[config.mk]
export PLATFORM = sky130hd
export DESIGN_NAME = cpu_axi_master
export DESIGN_NICKNAME = d
export VERILOG_FILES = /design/src/rtl/cpu_axi_master.sv
export SDC_FILE = /design/constraint.sdc
export NUM_CORES = 1
export LEC_CHECK = 0
export ABC_AREA = 0
export CORE_ASPECT_RATIO = 1.75
export CORE_MARGIN = 2
export CORE_UTILIZATION = 37
export DETAILED_ROUTE_END_ITERATION = 10
export GPL_TIMING_DRIVEN = 0
export PLACE_DENSITY = 0.8
export SLEW_MARGIN = 0
export SYNTH_ARGS = -nofsm -noshare
export SYNTH_HDL_FRONTEND = slang
export SYNTH_SLANG_ARGS = --single-unit
[constraint.sdc]
create_clock -name clk -period 4.25 [get_ports clk]
set_clock_uncertainty 0.1 [all_clocks]
set_input_delay 0.85 -clock clk [delete_from_list [all_inputs] [get_ports clk]]
set_output_delay 0.85 -clock clk [all_outputs]
set_load 0.005 [all_outputs]
[src/rtl/cpu_axi_master.sv]
// cpu_axi_master: single-beat AXI master bridge for a CPU memory port; optional CPU_AXI_RESP_ERR_EN adds sticky error capture
module cpu_axi_master #(
  parameter logic [3:0] MASTER_ID = 4'd0,
  parameter int READ_ONLY = 0,
  parameter int AXI_ADDR_BITS = 32,
  parameter int AXI_DATA_BITS = 32,
  parameter int AXI_STRB_BITS = 4,
  parameter int AXI_ID_BITS = 4,
  parameter int AXI_LEN_BITS = 4,
  parameter int AXI_SIZE_BITS = 3
) (
  input  logic clk,
  input  logic rst,
  input  logic req,
  input  logic we,
  input  logic [AXI_ADDR_BITS-1:0] addr,
  input  logic [AXI_DATA_BITS-1:0] wdata,
  input  logic [AXI_STRB_BITS-1:0] wstrb,
  output logic [AXI_DATA_BITS-1:0] rdata,
  output logic done,
  output logic stall,
  output logic [AXI_ID_BITS-1:0] ARID,
  output logic [AXI_ADDR_BITS-1:0] ARADDR,
  output logic [AXI_LEN_BITS-1:0] ARLEN,
  output logic [AXI_SIZE_BITS-1:0] ARSIZE,
  output logic [1:0] ARBURST,
  output logic ARVALID,
  input  logic ARREADY,
  input  logic [AXI_ID_BITS-1:0] RID,
  input  logic [AXI_DATA_BITS-1:0] RDATA,
  input  logic [1:0] RRESP,
  input  logic RLAST,
  input  logic RVALID,
  output logic RREADY,
  output logic [AXI_ID_BITS-1:0] AWID,
  output logic [AXI_ADDR_BITS-1:0] AWADDR,
  output logic [AXI_LEN_BITS-1:0] AWLEN,
  output logic [AXI_SIZE_BITS-1:0] AWSIZE,
  output logic [1:0] AWBURST,
  output logic AWVALID,
  input  logic AWREADY,
  output logic [AXI_DATA_BITS-1:0] WDATA,
  output logic [AXI_STRB_BITS-1:0] WSTRB,
  output logic WLAST,
  output logic WVALID,
  input  logic WREADY,
  input  logic [AXI_ID_BITS-1:0] BID,
  input  logic [1:0] BRESP,
  input  logic BVALID,
`ifdef CPU_AXI_RESP_ERR_EN
  output logic err,
  output logic [AXI_ADDR_BITS-1:0] err_addr,
`endif
  output logic BREADY
);
  typedef enum logic [2:0] {IDLE, RADDR, RDATA_S, WADDR, WRESP} state_t;
  localparam logic ro = READ_ONLY != 0;
  state_t state;
  logic [AXI_ADDR_BITS-1:0] addr_q;
  logic [AXI_DATA_BITS-1:0] wdata_q;
  logic [AXI_STRB_BITS-1:0] wstrb_q;
  logic arvalid_q, rready_q, awvalid_q, wvalid_q, bready_q;
  logic aw_ok, w_ok, unused;
  assign unused = &{1'b0, RID, BID, RRESP, BRESP};
  assign aw_ok = ~awvalid_q | AWREADY;
  assign w_ok = ~wvalid_q | WREADY;
  assign stall = req & ~done;
  assign ARID = AXI_ID_BITS'(MASTER_ID);
  assign ARADDR = addr_q;
  assign ARLEN = '0;
  assign ARSIZE = AXI_SIZE_BITS'(2);
  assign ARBURST = 2'b01;
  assign ARVALID = arvalid_q;
  assign RREADY = rready_q;
  assign AWID = ro ? '0 : AXI_ID_BITS'(MASTER_ID);
  assign AWADDR = ro ? '0 : addr_q;
  assign AWLEN = '0;
  assign AWSIZE = ro ? '0 : AXI_SIZE_BITS'(2);
  assign AWBURST = ro ? 2'b00 : 2'b01;
  assign AWVALID = ~ro & awvalid_q;
  assign WDATA = ro ? '0 : wdata_q;
  assign WSTRB = ro ? '0 : wstrb_q;
  assign WVALID = ~ro & wvalid_q;
  assign WLAST = ~ro & wvalid_q;
  assign BREADY = ~ro & bready_q;
  // One transaction at a time: accept in IDLE, walk the AXI channels, pulse done on the response
  always_ff @(posedge clk or posedge rst) begin
    if (rst) begin
      state <= IDLE;
      addr_q <= '0;
      wdata_q <= '0;
      wstrb_q <= '0;
      arvalid_q <= 1'b0;
      rready_q <= 1'b0;
      awvalid_q <= 1'b0;
      wvalid_q <= 1'b0;
      bready_q <= 1'b0;
      done <= 1'b0;
      rdata <= '0;
`ifdef CPU_AXI_RESP_ERR_EN
      err <= 1'b0;
      err_addr <= '0;
`endif
    end else begin
      done <= 1'b0;
      case (state)
        IDLE: if (req & ~done & ~(we & ro)) begin
          addr_q <= addr;
          wdata_q <= wdata;
          wstrb_q <= wstrb;
          state <= we ? WADDR : RADDR;
          arvalid_q <= ~we;
          awvalid_q <= we;
          wvalid_q <= we;
        end
        RADDR: if (ARREADY) begin
          arvalid_q <= 1'b0;
          rready_q <= 1'b1;
          state <= RDATA_S;
        end
        RDATA_S: if (RVALID & RLAST) begin
          rdata <= RDATA;
          rready_q <= 1'b0;
          done <= 1'b1;
          state <= IDLE;
`ifdef CPU_AXI_RESP_ERR_EN
          if (RRESP != 2'b00) begin
            err <= 1'b1;
            err_addr <= addr_q;
          end
`endif
        end
        WADDR: begin
          if (AWREADY) awvalid_q <= 1'b0;
          if (WREADY) wvalid_q <= 1'b0;
          if (aw_ok & w_ok) begin
            bready_q <= 1'b1;
            state <= WRESP;
          end
        end
        WRESP: if (BVALID) begin
          bready_q <= 1'b0;
          done <= 1'b1;
          state <= IDLE;
`ifdef CPU_AXI_RESP_ERR_EN
          if (BRESP != 2'b00) begin
            err <= 1'b1;
            err_addr <= addr_q;
          end
`endif
        end
        default: state <= IDLE;
      endcase
    end
  end
endmodule

==> summary.md <==
The run finished with clean final reports. The clock reaches the later pin of the worst-skew pair after 0.33 ns. For this design the ratio of total power to cell area is 706 mW/mm². Clock-pin slew was measured on the worst setup and hold paths at 0.07 ns. Once the clock tree was built, the resizer swapped 0 gates to a different size. In this run the worst setup path begins at req. The setup path with the least slack is of type primary input to output pin.

The tools report the maximum clock frequency as 327 MHz. The critical path required time was 3.30 ns; the longest individual stage delay on the worst path was 0.56 ns. In this run the power spent charging and discharging nets is 1.51 mW.

The clock sink count came out at 109. Among all flip-flop cells after synthesis, the most frequent one is sky130_fd_sc_hd__dfrtp_1. The count of antenna-violating nets left after detailed routing is 0. Together, buffers and inverters on the worst path number 2. For the initial antenna violation count, the log shows 0.

The path length in cells of the critical path is 3. Post-CTS timing repair inserted 0 buffers for setup. The logs give 1019 for the filler cell count and 50.7% for the part of the power in combinational logic.

The final layout contains routed wiring with a total length of 12.2 mm. The ratio of final minimum period to clock period was 72.0%. In this run the critical register-to-register path is captured at WDATA[24]$_DFFE_PP0P_. At the end of routability-driven placement, the weighted congestion stood at 0.760. Class of the tightest hold or removal check: flop to flop. The number of flops mapped to enable cells by yosys was 0; the total negative slack for setup checks was 0 ns.

Global routing consumed, over all layers together, 17.8% of the routing resources. The floorplan step set the die height to 152 µm. The startpoint identified for the worst register-to-register timing path is state[0]$_DFFE_PP0P_. Yosys attributes the largest share of cell area to sky130_fd_sc_hd__dfrtp_1 59%, sky130_fd_sc_hd__mux2_2 22%, sky130_fd_sc_hd__buf_4 10%. In this run the worst path has a maximum fanout of 4. STA puts the critical path data arrival time at 2.11 ns. The first detailed-routing pass took 6 iterations. The startpoint type of the worst setup path was a primary input. At the pin with the least slew margin, the transition time is 0.680 ns. The initial core utilization was 37.6%; the chip width was 88.8 µm.

The relative max-transition margin came out at 54.6%. The via density per instance is 4.39. The die area came out at 0.0135 mm². The total count of max-transition violations in the final report is 0, and the overall power is 5.48 mW. The critical path ends at stall.

The most repeated cell in the gate-level netlist after synthesis is sky130_fd_sc_hd__dfrtp_1. The clock passes through at most 2 buffers. For the wire length of the first global-routing pass, the log shows 18.6 mm. The cts-stage hold buffer count was 0.

Synthesis instantiated 29 different standard cells from the library. Post-layout utilization of the core: 62.8%. The cell count after synthesis came out at 317. Net switching is 27.5% of the power.

Cells with a size suffix above 1 make up 31.6% of the layout. Final critical path time including I/O delays and setup: 3.06 ns. IR analysis of the VDD net gives a maximum drop of 0.000337 V. The largest total area in the synthesized netlist belongs to sky130_fd_sc_hd__dfrtp_1. The cell with the largest stage delay on the worst path was sky130_fd_sc_hd__clkdlybuf4s50_1. Setup repair after global routing left no endpoint under its margin. The average wire length per cell after detail routing was 15.7 µm; the largest net degree at the start of global routing was 57. The floorplan step defined a core boundary enclosing 0.0124 mm². The share of total power dissipated in the clock network is 14.6%. Cell internal power was estimated by the tool at 3.97 mW. Summing every instance area after synthesis gives 0.00465 mm². For this run, design rule violations remaining after detail routing come to 0. Global routing finished with a remaining overflow of 0. The tree is rooted in a sky130_fd_sc_hd__clkbuf_16.

Number of clock buffers inserted by TritonCTS: 9. The run gives 0 as the count of antenna diodes in the layout. In the synthesized netlist, the cells that appear most often are 109 x sky130_fd_sc_hd__dfrtp_1, 90 x sky130_fd_sc_hd__mux2_2, 62 x sky130_fd_sc_hd__buf_4. 288 I/O pins were placed. Warning count from the yosys run: 0. In this run, flip-flops and latches consume 34.7% of the power.

The share of the synthesized area in the top cell type was 58.6%. Internal reg-to-reg setup slack: 2.38 ns. The tools report the number of endpoints with negative hold slack in the final report as 0. The count of input and output buffers works out to 249. Detailed placement ended at an HPWL of 9.85 mm. The tool flagged a number of max-cap violations equal to 0. Averaged over all synthesized cells, the footprint is 14.7 µm².

From synthesis to final layout, the design area changed by 66.7%. The final layout contains 724 nets. TritonCTS built the clock tree.

Walking the worst path, the cells encountered are clkdlybuf4s50_1 > nor2b_1 > clkdlybuf4s50_1. For this run, asynchronously set or reset flops after synthesis account for 100%. Family of cells with the greatest summed delay on the critical path: buffers and inverters. In this design, the critical path's most frequently occurring cell is sky130_fd_sc_hd__clkdlybuf4s50_1. The logs give 99 for the DRC violation total after the first TritonRoute iteration and 58.6% for the portion of the post-synthesis area used by sequential elements.

Number of global-route vias before repair: 3694. The H-tree was split into 3 levels. The floorplan has 54 rows.

The length in cells of the worst reg-to-reg path works out to 5. In this run the static leakage power is 3.39 nW. The final route contains 3405 vias. The kind of end point of the critical path is an output pin.

Setup violations remaining at the end of the flow were counted as 0. After synthesis the netlist holds a flip-flop and latch count of 109.
power by group through the flow:
stage / registers (mW) / clock network [mW] / logic [mW]
detailed placement: 1.93 / 0 / 2.82
finish: 1.90 / 0.800 / 2.78
CTS: 1.91 / 0.821 / 2.83
global placement: 1.89 / 0 / 2.75
floorplan: 1.92 / 0 / 1.12
global route: 1.97 / 0.864 / 2.97
through the flow:
step | area (µm²) | cells | worst slack, ns | hold WS [ns]
after floorplan | 4740 | 341 | 0.426 | 0.383
after global placement | 7450 | 758 | -1.07 | 0.366
after detailed placement | 7480 | 759 | 1.21 | 0.379
after CTS | 7760 | 775 | 1.20 | 0.397
after global routing | 7760 | 775 | 1.14 | 0.422
final | 7760 | 775 | 1.19 | 0.395
layer usage:
metal  global-route usage, %  vias to the layer above  part of all wire, %
li1                        -                     1567                    -
met1                    17.4                     1646                   33
met2                    34.2                      168                   58
met3                    4.33                       24                  6.8
met4                    6.49                        0                  2.6
met5                       0                        -                    0
final cells by class:
type	count	area, µm²	area share, %
sequential	109	2730	35.1
timing repair buffer	250	2520	32.5
multi-input combinational	157	1470	19.0
buffer	70	524	6.75
clock buffer	10	239	3.08
tap	168	210	2.71
clock inverter	6	45.0	0.580
inverter	5	21.3	0.274
worst min path at each step:
stage	startpoint	to	slack, ns	depth (start not counted)
2_1_floorplan	rdata[17]$_DFFE_PP0P_	rdata[17]$_DFFE_PP0P_	0.38	1
3_3_place_gp	rdata[17]$_DFFE_PP0P_	rdata[17]$_DFFE_PP0P_	0.37	1
3_5_place_dp	rdata[17]$_DFFE_PP0P_	rdata[17]$_DFFE_PP0P_	0.38	1
4_1_cts	rdata[17]$_DFFE_PP0P_	rdata[17]$_DFFE_PP0P_	0.40	1
5_1_grt	WDATA[14]$_DFFE_PP0P_	WDATA[14]$_DFFE_PP0P_	0.42	1
6_report	rdata[17]$_DFFE_PP0P_	rdata[17]$_DFFE_PP0P_	0.39	1
registers in the layout, summed over array words and instances (netlist names):
register and cells:
WLAST 1, done 1, ARVALID 1, rdata 32, RREADY 1, AWVALID 1
WDATA 32, state 3, ARADDR 32, BREADY 1, WSTRB 4
cell families (layout without fill, tap and decap cells):
kind of cell,Yosys count,in the layout,share of synthesized area (%)
buf+inv,75,341,11.7
other cells,2,26,0.161
compound gates,12,12,1.99
simple gates,18,18,2.45
mux,101,101,25.1
flops,109,109,58.6
cells in the final DEF (no fill, tap or decap), types with 3 or more instances in the layout:
master / synthesis / final
sky130_fd_sc_hd__clkdlybuf4s50_1: 0 / 249
sky130_fd_sc_hd__nand2_1: 3 / 3
sky130_fd_sc_hd__mux2_2: 90 / 90
sky130_fd_sc_hd__inv_6: 0 / 3
sky130_fd_sc_hd__buf_6: 3 / 3
sky130_fd_sc_hd__inv_1: 4 / 3
sky130_fd_sc_hd__conb_1: 2 / 26
sky130_fd_sc_hd__nand2b_1: 4 / 4
sky130_fd_sc_hd__buf_4: 62 / 62
sky130_fd_sc_hd__clkbuf_16: 0 / 9
sky130_fd_sc_hd__mux2_4: 9 / 9
sky130_fd_sc_hd__dfrtp_1: 109 / 109
sky130_fd_sc_hd__buf_2: 5 / 5
Note: power is estimated with default switching activity, not from simulation.
